File: config.mk
export PLATFORM = sky130hd
export DESIGN_NAME = led_status_arbiter
export DESIGN_NICKNAME = d
export VERILOG_FILES = /design/src/rtl/led_status_arbiter.sv
export SDC_FILE = /design/constraint.sdc
export NUM_CORES = 1
export LEC_CHECK = 0
export BUFFER_PORTS_ARGS = -buffer_cell sky130_fd_sc_hd__buf_2
export CORE_ASPECT_RATIO = 1.25
export CORE_MARGIN = 3
export CORE_UTILIZATION = 40
export CTS_BUF_LIST = sky130_fd_sc_hd__clkbuf_2
export DETAILED_ROUTE_END_ITERATION = 8
export PLACE_DENSITY = 0.56
export SETUP_SLACK_MARGIN = 0.1
export SLEW_MARGIN = 5
export SYNTH_ARGS = -nofsm -noshare
export SYNTH_HDL_FRONTEND = slang
export SYNTH_SLANG_ARGS = --single-unit
File: constraint.sdc
create_clock -name tmb_clock0 -period 2.25 [get_ports tmb_clock0]
set_input_delay 0.3375 -clock tmb_clock0 [delete_from_list [all_inputs] [get_ports tmb_clock0]]
set_output_delay 0.3375 -clock tmb_clock0 [all_outputs]
set_load 0.005 [all_outputs]
File: src/rtl/led_status_arbiter.sv
// led_status_arbiter
//    Owns the single front-panel status LED. Up to N_REQ requesters each ask for
//    a burst of flashes; bursts are granted round-robin, timed from tmb_clock0 in
//    units of TICK_DIV clocks, and the heartbeat waveform is shown while idle.
//
// Ports
//    tmb_clock0    in   1        clock, all logic on posedge
//    reset         in   1        synchronous, active-high
//    req           in   N_REQ    level request per requester
//    req_count     in   4*N_REQ  flash count per requester [4i+3:4i], 0 means 1
//    heartbeat_in  in   1        waveform shown on the LED while idle
//    grant         out  N_REQ    one-hot, high for the whole granted burst
//    done          out  N_REQ    one-cycle pulse to the granted requester at burst end
//    busy          out  1        high while a grant is active
//    led           out  1        registered LED drive
module led_status_arbiter #(
   parameter int N_REQ     = 4,
   parameter int TICK_DIV  = 400000,
   parameter int ON_TICKS  = 10,
   parameter int OFF_TICKS = 10,
   parameter int GAP_TICKS = 50
) (
   input  logic               tmb_clock0,
   input  logic               reset,
   input  logic [N_REQ-1:0]   req,
   input  logic [4*N_REQ-1:0] req_count,
   input  logic               heartbeat_in,
   output logic [N_REQ-1:0]   grant,
   output logic [N_REQ-1:0]   done,
   output logic               busy,
   output logic               led
);

   localparam int IDX_W = (N_REQ > 1) ? $clog2(N_REQ) : 1;

   typedef enum logic [1:0] {
      IDLE      = 2'd0,
      FLASH_ON  = 2'd1,
      FLASH_OFF = 2'd2,
      GAP       = 2'd3
   } state_t;

   state_t           state_r;
   logic [31:0]      tick_cnt_r;
   logic             tick_s;
   logic [7:0]       phase_r;
   logic [3:0]       flash_r;
   logic [IDX_W-1:0] rr_ptr_r;
   logic [IDX_W-1:0] idx_r;
   logic [IDX_W-1:0] idx_next_s;
   logic [IDX_W-1:0] cand_s;
   logic [IDX_W-1:0] pick_s;
   logic             pick_valid_s;
   logic [3:0]       pick_raw_s;
   logic [3:0]       pick_count_s;

   function automatic logic [N_REQ-1:0] onehot(input logic [IDX_W-1:0] idx);
      logic [N_REQ-1:0] v;
      v      = '0;
      v[idx] = 1'b1;
      return v;
   endfunction

   assign tick_s = (tick_cnt_r == 32'(TICK_DIV - 1));

   // Round-robin pick: scan offsets high to low so the nearest set bit at/after the pointer wins.
   always_comb begin
      pick_s       = '0;
      pick_valid_s = 1'b0;
      cand_s       = '0;
      for (int i = N_REQ - 1; i >= 0; i--) begin
         cand_s = IDX_W'((int'(rr_ptr_r) + i) % N_REQ);
         if (req[cand_s]) begin
            pick_s       = cand_s;
            pick_valid_s = 1'b1;
         end else begin
            pick_s       = pick_s;
            pick_valid_s = pick_valid_s;
         end
      end
   end

   // Flash count of the picked requester (0 is shown as a single flash) and next RR pointer.
   always_comb begin
      pick_raw_s = req_count[{pick_s, 2'b00} +: 4];
      if (pick_raw_s == 4'd0) begin
         pick_count_s = 4'd1;
      end else begin
         pick_count_s = pick_raw_s;
      end
      if (idx_r == IDX_W'(N_REQ - 1)) begin
         idx_next_s = '0;
      end else begin
         idx_next_s = idx_r + IDX_W'(1);
      end
   end

   // Tick prescaler: free-running, restarted on the grant edge so phases are exact multiples.
   always_ff @(posedge tmb_clock0) begin
      if (reset) begin
         tick_cnt_r <= 32'd0;
      end else if ((state_r == IDLE) && pick_valid_s) begin
         tick_cnt_r <= 32'd0;
      end else if (tick_s) begin
         tick_cnt_r <= 32'd0;
      end else begin
         tick_cnt_r <= tick_cnt_r + 32'd1;
      end
   end

   // Burst sequencer with registered grant/done/busy/led outputs.
   always_ff @(posedge tmb_clock0) begin
      if (reset) begin
         state_r  <= IDLE;
         grant    <= '0;
         done     <= '0;
         busy     <= 1'b0;
         led      <= 1'b0;
         rr_ptr_r <= '0;
         idx_r    <= '0;
         phase_r  <= 8'd0;
         flash_r  <= 4'd0;
      end else begin
         done <= '0;
         case (state_r)
            IDLE: begin
               if (pick_valid_s) begin
                  state_r <= FLASH_ON;
                  grant   <= onehot(pick_s);
                  busy    <= 1'b1;
                  led     <= 1'b1;
                  idx_r   <= pick_s;
                  flash_r <= pick_count_s;
                  phase_r <= 8'(ON_TICKS);
               end else begin
                  grant <= '0;
                  busy  <= 1'b0;
                  led   <= heartbeat_in;
               end
            end
            FLASH_ON: begin
               if (tick_s) begin
                  if (phase_r == 8'd1) begin
                     state_r <= FLASH_OFF;
                     led     <= 1'b0;
                     phase_r <= 8'(OFF_TICKS);
                  end else begin
                     phase_r <= phase_r - 8'd1;
                  end
               end
            end
            FLASH_OFF: begin
               if (tick_s) begin
                  if (phase_r == 8'd1) begin
                     // Last flash of the burst: go quiet for the gap instead of flashing again.
                     if (flash_r == 4'd1) begin
                        state_r <= GAP;
                        flash_r <= 4'd0;
                        phase_r <= 8'(GAP_TICKS);
                     end else begin
                        state_r <= FLASH_ON;
                        flash_r <= flash_r - 4'd1;
                        led     <= 1'b1;
                        phase_r <= 8'(ON_TICKS);
                     end
                  end else begin
                     phase_r <= phase_r - 8'd1;
                  end
               end
            end
            GAP: begin
               if (tick_s) begin
                  if (phase_r == 8'd1) begin
                     state_r  <= IDLE;
                     grant    <= '0;
                     busy     <= 1'b0;
                     led      <= 1'b0;
                     done     <= onehot(idx_r);
                     rr_ptr_r <= idx_next_s;
                     phase_r  <= 8'd0;
                  end else begin
                     phase_r <= phase_r - 8'd1;
                  end
               end
            end
            default: begin
               state_r <= IDLE;
               grant   <= '0;
               busy    <= 1'b0;
               led     <= 1'b0;
            end
         endcase
      end
   end

endmodule

## After elaboration in Yosys (flattened, before gate mapping)

Cells that the tools add are included.

| storage, ports and cells | value |
|---|---|
| register bits | 60 |
| logic and storage cells | 121 |

| operators by class | value |
|---|---|
| add/sub/neg operators | 7 |
| magnitude comparators | 8 |
| eq/ne operators | 17 |
| shifts and indexed selects | 1 |
| multiplexer cells | 58 |
| bitwise gates (word level) | 3 |
| reductions and logical operators | 17 |

Operator list:

| cell | count |
|---|---|
| $mux 8 | 7 |
| $add 32x1->32 const B | 1 |
| $eq 32x19->1 const B | 1 |
| $mux 4 | 8 |
| $pmux 8 s4 | 1 |
| $mux 2 | 13 |
| $lt 2x3->1 const B | 6 |
| $mux 1 | 17 |
| $ne 2x2->1 const B | 8 |
| $pmux 4 s2 | 2 |
| $shiftx 16x5->4 | 1 |
| $bmux 1 s2 | 4 |
| $eq 8x1->1 const B | 1 |
| $pmux 2 s4 | 1 |
| $reduce_and 4->1 | 2 |
| $sub 8x1->8 const B | 1 |
| $reduce_and 7->1 | 1 |
| $eq 2x2->1 const B | 3 |
| $mux 6 | 1 |
| $reduce_and 3->1 | 2 |
| $reduce_and 5->1 | 1 |
| $add 2x1->2 const B | 2 |
| $add 2x2->2 const B | 2 |
| $demux 1 s2 | 2 |
| other kinds (16) | 23 |

## Longest topological paths before layout

Gate-level depths: netlist of the first run.

| logic depth | value |
|---|---|
| depth after elaboration | 13 |
| depth in mapped cells | 9 |
| depth with buffers taken out | 8 |

## Worst setup path after synthesis of the first run

Ideal clock, no wire load.

| timing path | value |
|---|---|
| path type | flip-flop to flip-flop |
| from | register phase_r[2] |
| to | register grant[3] |
| data arrival time | 1.867 ns |
| required time | 2.122 ns |
| setup slack | 0.255 ns |
| stages on the path, launching flop included | 7 |
| cell sequence | dfxtp_1 > or4_4 > nor4b_4 > nand4_1 > and2_1 > a32oi_1 > nor2_1 |

| between the ends | value |
|---|---|
| word-level cells in the longest chain between the ends | 3 |

RTL lines:

| element | RTL line | RTL |
|---|---|---|
| start, declared | 46 | `logic [7:0] phase_r;` |
| start signal, assigned | 134 | `phase_r <= 8'(ON_TICKS);` |
| start signal, assigned | 146 | `phase_r <= 8'(OFF_TICKS);` |
| start signal, assigned | 148 | `phase_r <= phase_r - 8'd1;` |
| $eq 8x1->1 | 173 | `if (phase_r == 8'd1) begin` |
| $ne 2x2->1 (no line) | n/a |  |
| $reduce_and 3->1 (no line) | n/a |  |
| end signal, assigned | 129 | `grant <= onehot(pick_s);` |
| end, declared | 28 | `output logic [N_REQ-1:0] grant,` |

No other way between the ends.
A chain may end at the register's enable or synchronous reset.

## Worst setup path after layout of the first run

| timing path | value |
|---|---|
| from | register phase_r[2] |
| to | register flash_r[2] |

| between the ends | value |
|---|---|
| word-level cells in the longest chain between the ends | 3 |

RTL lines:

| element | RTL line | RTL |
|---|---|---|
| $eq 8x1->1 | 154 | `if (phase_r == 8'd1) begin` |
| $ne 2x2->1 (no line) | n/a |  |
| $reduce_and 4->1 (no line) | n/a |  |
| end signal, assigned | 133 | `flash_r <= pick_count_s;` |
| end signal, assigned | 162 | `flash_r <= flash_r - 4'd1;` |
| end, declared | 47 | `logic [3:0] flash_r;` |

No other way between the ends.

==> qor.txt, run 1 <==
Area Growth Syn to Fin = 19.59%
Psw = 0.6806 mW
share of flip-flops with an asynchronous set or reset = 0%
DR DRC count = 0
Num CTS Buffers = 9
clk_skew = 29.07 ps
layout cells sized above 1 = 24.94%
Max IR drop VDD = 0.0003557 V
hold path start = reset
initial antenna violation count = 0
CP Max Fanout = 8
Final Net Count = 440
Mapped Area = 3020 um2
first-pass GRT wire length = 11,220 um
worst hold-check slack = 280.5 ps
Hold-fix buffers, CTS = 0
vias in the first global route = 2,509
FILL cells = 696
DRT Wirelength = 6412 um
Reg power frac = 50.8%
period utilization = 93.20%
most frequent cells in the layout = 68 x nor2_1, 55 x dfxtp_1, 32 x buf_2
Non-Filler Instances = 503
CTS sink cnt = 60
Int Power = 1.544 mW
crit end category = register
Net Sw Frac = 30.59%
Total GRT Usage = 16.01%
ANT cells = 0
Power Density = 615.9 nW/um2
Lkg Pwr = 1.430 nW
Hold Vio Cnt, Final = 0
I/O pins = 33
max frequency = 476.9 MHz
cell area after layout = 3612 um2
outcome = finished clean
Die ar. = 8636 um2
clock root buffer master = clkbuf_2
core area = 7147 um2
CP startpoint = phase_r[2]
wire per inst = 12.75 um
dpl ws = 105.5 ps
Worst Setup Start Kind = register
slew margin rel. = 72.41%
commonest non-fill, non-tap cell in the layout = nor2_1
Syn Nets = 390
via count = 2,593
Worst Max-Slew Pin Slew = 412.3 ps
cells after synthesis = 358
largest net degree at the start of global routing = 33
grt ovf = 0
final worst slack = 153.0 ps
Worst-path clk slew = 190 ps
H-tree Lvls = 3
share of the yosys chip area belonging to registers = 39.77%
Yosys reg bits = 60
Hold Path Class = primary input to register
Die Width = 83.72 um
Inst Count DP = 481
final antenna-violating net count = 0
First-pass DRT Iterations = 4
RSZ-0062 raised after global routing = true
CTS tree = done
number of synthesized flops with an enable pin = 0
Rows = 34
count of cell types in the netlist = 51
WP data arrival = 2490 ps
Synth Flop Type = dfxtp_1
height of the die = 103.2 um
CP Data Required Time = 2650 ps
Yosys Warn Count = 0
vias per std cell = 5.155
Post-Route Setup TNS = 0 ps
setup violators final = 0
Setup Crit Path Kind = register to register
Max clock buf depth = 2
GPL Wtd Cong = 0.7417
start of the worst register-to-register path = phase_r[2]
drt first-iter violations = 86
dpl hpwl = 4537 um
Clk pwr share = 31.4%
Gate power share = 17.8%
Post-Place Cell Area = 3336 um2
Avg Inst Size Synth = 8.437 um2
Initial Util = 42.26%
Pins Over Slew Limit = 0
latest clock arrival within the worst-skew pair = 490 ps
Maximum Capacitance Violations = 0
number of buffers added on ports = 32
fin crit period = 2097 ps
-- per-stage QoR --
step                power (mW)  util (%)
CTS                      2.223     48.60
finish                   2.225     50.54
detailed placement       1.506     46.67
global route             2.364     50.54
global placement         1.504     46.67
floorplan                1.411         -
-- power by group through the flow --
stage | Sequential, mW | Clock [mW] | Combinational [mW]
after floorplan | 1.15 | 0 | 0.263
after global placement | 1.15 | 0 | 0.349
after detailed placement | 1.15 | 0 | 0.351
after CTS | 1.13 | 0.735 | 0.355
after global routing | 1.14 | 0.779 | 0.447
final | 1.13 | 0.698 | 0.396
-- what timing repair did --
action / in CTS / in global routing
pin swaps: 2 / 12
endpoints found under the setup margin: 5 / 52
setup buffers: 0 / 6
resized for setup: 3 / 26
-- worst max-delay path: stages (launching register included) --
cell     delay (ps)
dfxtp_2         390
or4_4           550
nor4b_4         410
buf_4           190
a31o_4          200
nor2_2           50
a41oi_2         140
a21oi_1          80
-- path summary, 6_finish.rpt --
kind	end	slack (ps)	cells past startpoint
max	flash_r[2]	150	7
min	phase_r[2]	280	3
max reg2reg	flash_r[2]	150	7
min reg2reg	tick_cnt_r[0]	460	1
-- kinds of logic after synthesis --
kind of cell	Yosys count	synth area share [%]
and+or+nand+nor	164	27.63
AOI/OAI and AO/OA	50	10.40
muxes	15	5.095
buffers and inverters	27	3.811
xor gates and xnor gates	33	9.569
DFF	60	39.77
adders and majority gates	9	3.728
-- area by class of cell --
cell class	count	area [um2]	area share, %
tap	90	112.6	3.117
clock buffer	9	45.04	1.247
sequential	60	1210	33.50
inverter	14	52.55	1.455
timing repair buffer	52	310.3	8.590
clock inverter	7	76.32	2.113
multi-input combinational	271	1805	49.98
-- metal layers --
layer / wire, um / global-route usage [%]
met1: 2984 / 19.16
met2: 3008 / 27.19
met3: 274 / 3.437
met4: 144 / 8.416
met5: 0 / 0
-- Yosys cell counts, drive strengths merged, types with 3 or more instances --
library cell  count  area share, %
and3              8            1.7
dfxtp            60             40
nand2b            3           0.62
buf               6            1.2
o21ai             8            1.3
nand3            14            2.3
mux2i            12            4.0
nor2             70            8.7
nand3b            3           0.87
mux2              3            1.1
ha                9            3.7
nand4             7            1.4
xnor2            15            4.3
a211oi            3           0.75
and2              6            1.2
xor2             18            5.2
nand2            22            2.7
inv              14            1.7
nor4              6            1.9
clkbuf            7           0.87
nor3             10            1.7
a21oi            25            4.3
-- flip-flops by register name, summed over array words and instances (netlist names), 2 cells and up --
name	count
done	4
flash_r	4
grant	4
idx_r	2
phase_r	8
rr_ptr_r	2
state_r	2
tick_cnt_r	32
Power figures use the tool's default switching activity.
==> run 2: changes to the inputs <==
- ABC_AREA: default -> 1
- CTS_BUF_LIST: sky130_fd_sc_hd__clkbuf_2 -> default
- REMOVE_ABC_BUFFERS: default -> 1
==> run 2 against run 1 <==
  * Core utilization fell by 1.7 points
  * Sequential power rose by 17%
  * Combinational power rose to 2.8 times the previous value
  * Critical endpoint is now tick_cnt_r[24]
  * Critical path type unchanged
  * Flip-flop and latch count did not move
  * Die area rose by 14%
  * Global-route usage rose by 1.8 points
==> qor.txt, run 2 <==
Hold Path Class = primary input to register (unchanged)
First-pass DRT Iterations = 4 (unchanged)
wire per inst = 11.89 um (was 12.75 um)
drt first-iter violations = 129 (was 86)
Power Density = 788.8 nW/um2 (was 615.9 nW/um2)
Synth top cells by count = 115 x nand2_1, 77 x inv_1, 60 x dfxtp_1 (was 70 x nor2_1, 60 x dfxtp_1, 24 x a21oi_1)
DR DRC count = 0 (unchanged)
fraction of the mapped netlist area in adder cells = 3.230% (was 3.728%)
I/O pins = 33 (unchanged)
count of cell types in the netlist = 37 (was 51)
core area = 8379 um2 (was 7147 um2)
Die Width = 89.50 um (was 83.72 um)
Overall Power = 3.225 mW (was 2.225 mW)
WP data arrival = 2380 ps (was 2490 ps)
fin crit period = 2100 ps (was 2097 ps)
clock root buffer master = clkbuf_8 (was clkbuf_2)
start of the worst register-to-register path = tick_cnt_r[0] (was phase_r[2])
Worst-path clk slew = 70 ps (was 190 ps)
Largest regs = tick_cnt_r (32), phase_r (8) (unchanged)
Worst Max-Slew Pin Slew = 480.9 ps (was 412.3 ps)
GPL Wtd Cong = 0.8938 (was 0.7417)
dpl ws = 108.8 ps (was 105.5 ps)
Initial Util = 41.60% (was 42.26%)
Max clock buf depth = 2 (unchanged)
H-tree Lvls = 3 (unchanged)
slew margin rel. = 67.70% (was 72.41%)
CP Cell Sequence = ha_4 > nand2_2 > inv_2 > nand3_4 > nor3_4 > nand2_2 > nor2_4 > nand2_2 > nor2_2 > nand3_2 > nor3_4 > nand2_2 > nand2_1 > nor3b_2 (was or4_4 > nor4b_4 > buf_4 > a31o_4 > nor2_2 > a41oi_2 > a21oi_1)
Mapped Area = 3486 um2 (was 3020 um2)
Max IR drop VDD = 0.0004011 V (was 0.0003557 V)
most frequent CP cell = nand2_2
height of the die = 110.4 um (was 103.2 um)
worst hold-check slack = 348.8 ps (was 280.5 ps)
main combinational cell family by area after synthesis = simple AND/OR/NAND/NOR gates (unchanged)
Num CTS Buffers = 9 (unchanged)
vias in the first global route = 3,209 (was 2,509)
largest net degree at the start of global routing = 33 (unchanged)
Die ar. = 9878 um2 (was 8636 um2)
area share of and/or/nand/nor cells after synthesis = 37.62% (was 27.63%)
commonest non-fill, non-tap cell in the layout = nand2_1 (was nor2_1)
Hold Vio Cnt, Final = 0 (unchanged)
number of buffers added on ports = 32 (unchanged)
Synth area leader = dfxtp_1 (unchanged)
Worst Setup Start Kind = register (unchanged)
final worst slack = 149.9 ps (was 153.0 ps)
max reg flops = 32 (unchanged)
top cells by area, synth = dfxtp_1 34%, nand2_1 12%, inv_1 8.3% (was dfxtp_1 40%, nor2_1 8.7%, xor2_1 5.2%)
mux share of post-synthesis cell area = 0% (was 5.095%)
initial antenna violation count = 0 (unchanged)
clk_skew = 8.380 ps (was 29.07 ps)
Rows = 37 (was 34)
period utilization = 93.34% (was 93.20%)
Post-Place Cell Area = 3805 um2 (was 3336 um2)
dpl hpwl = 6231 um (was 4537 um)
Final Net Count = 598 (was 440)
most frequent cells in the layout = 112 x nand2_1, 77 x inv_1, 58 x nor2_1 (was 68 x nor2_1, 55 x dfxtp_1, 32 x buf_2)
Synth Flop Type = dfxtp_1 (unchanged)
CP startpoint = tick_cnt_r[0] (was phase_r[2])
Total GRT Usage = 17.77% (was 16.01%)
max frequency = 476.2 MHz (was 476.9 MHz)
crit end category = register (unchanged)
CTS sink cnt = 60 (unchanged)
Yosys reg bits = 60 (unchanged)
M3 GR Usage = 4.164% (was 3.437%)
Synth top area share = 34.46% (was 39.77%)
latest clock arrival within the worst-skew pair = 340 ps (was 490 ps)
Compound-Gate Fraction of Synth Area = 11.27% (was 10.40%)
CTS tree = done (unchanged)
slowest CP cell = dfxtp_4 (was or4_4)
Yosys Warn Count = 0 (unchanged)
ANT cells = 0 (unchanged)
DRT Wirelength = 8171 um (was 6412 um)
XOR/XNOR Fraction of Synth Area = 3.518% (was 9.569%)
grt ovf = 0 (unchanged)
number of synthesized flops with an enable pin = 0 (unchanged)
CP Data Required Time = 2530 ps (was 2650 ps)
cell area after layout = 4089 um2 (was 3612 um2)
Lkg Pwr = 1.767 nW (was 1.430 nW)
setup violators final = 0 (unchanged)
hold path start = reset (unchanged)
Pins Over Slew Limit = 0 (unchanged)
GRT met2 Usage = 31.98% (was 27.19%)
vias per std cell = 4.847 (was 5.155)
share of the yosys chip area belonging to registers = 34.46% (was 39.77%)
first-pass GRT wire length = 13,690 um (was 11,220 um)
outcome = finished clean (unchanged)
share of flip-flops with an asynchronous set or reset = 0% (unchanged)
via count = 3,330 (was 2,593)
Avg Inst Size Synth = 6.742 um2 (was 8.437 um2)
Top reg by flops = tick_cnt_r (unchanged)
top-count cell post-synth = nand2_1 (was nor2_1)
Core Util, Final = 48.80% (was 50.54%)
Maximum Capacitance Violations = 0 (unchanged)
layout cells sized above 1 = 18.77% (was 24.94%)
final antenna-violating net count = 0 (unchanged)
Max stage delay on crit path = 360 ps (was 550 ps)
RSZ-0062 raised after global routing = true (unchanged)
Area Growth Syn to Fin = 17.30% (was 19.59%)
cells after synthesis = 517 (was 358)
CP Max Fanout = 4 (was 8)
met1 Usage GRT = 19.54% (was 19.16%)
most used routing layer = met2 (unchanged)
Setup Crit Path Kind = register to register (unchanged)
==> run 2: changes by cell type after synthesis, sizes merged, moves of 10 or more <==
cell,before,now
a21oi,25,40
o21ai,8,21
nor3,10,20
inv,14,83
xnor2,15,5
nand2,22,125
nand3,14,37
mux2i,12,0
==> run 2: repair_timing <==
action	in CTS	in global routing
setup buffers	0	7
endpoints found under the setup margin	0	18
hold buffers	0	0
gates resized for setup	0	20
==> run 2: cells by family after synthesis <==
kind of cell	count (synthesis)
AND/OR/NAND/NOR	274
buffers and inverters	89
AO/OA/AOI/OAI	71
flip-flops	60
XOR/XNOR	14
adder cells (fa/ha/maj)	9
==> run 2: power breakdown <==
group | switching (mW) | internal [mW]
Sequential | 0.105 | 1.21
Clock | 0.403 | 0.388
Combinational | 0.713 | 0.405
Total | 1.22 | 2.00
==> run 2: final timing paths <==
kind	endpoint	slack, ps	depth (start not counted)
setup / recovery	tick_cnt_r[24]	150	14
hold / removal	flash_r[2]	350	2
setup reg to reg	tick_cnt_r[24]	150	14
hold reg to reg	tick_cnt_r[0]	440	1
==> run 2: cell type report <==
| class | count | area [um2] |
|---|---|---|
| repair buffers | 43 | 255.2 |
| fillers | 859 | 4290 |
| flip-flops and latches | 60 | 1210 |
| clock inverters | 3 | 15.01 |
| clock buffers | 12 | 135.1 |
| multi-input cells | 368 | 2012 |
| well taps | 117 | 146.4 |
| inverters | 84 | 315.3 |
==> run 2: critical path, delay by kind of cell, from the launching register on <==
| family | cells | cell delay, ps |
|---|---|---|
| adders and majority gates | 1 | 130 |
| buffers and inverters | 1 | 80 |
| and+or+nand+nor | 12 | 1470 |
| DFF | 1 | 360 |
==> run 2: per-stage QoR <==
stage	instances	setup TNS, ps
after CTS	680	0
after global routing	687	-23.48
after global placement	665	0
final	687	0
after floorplan	512	-13.45
after detailed placement	665	0
==> run 2: metal layers <==
layer	share of wire [%]	vias to the layer above
met5	0	-
met4	1.9	0
met3	4.4	13
met2	50	69
met1	43	1492
li1	-	1756
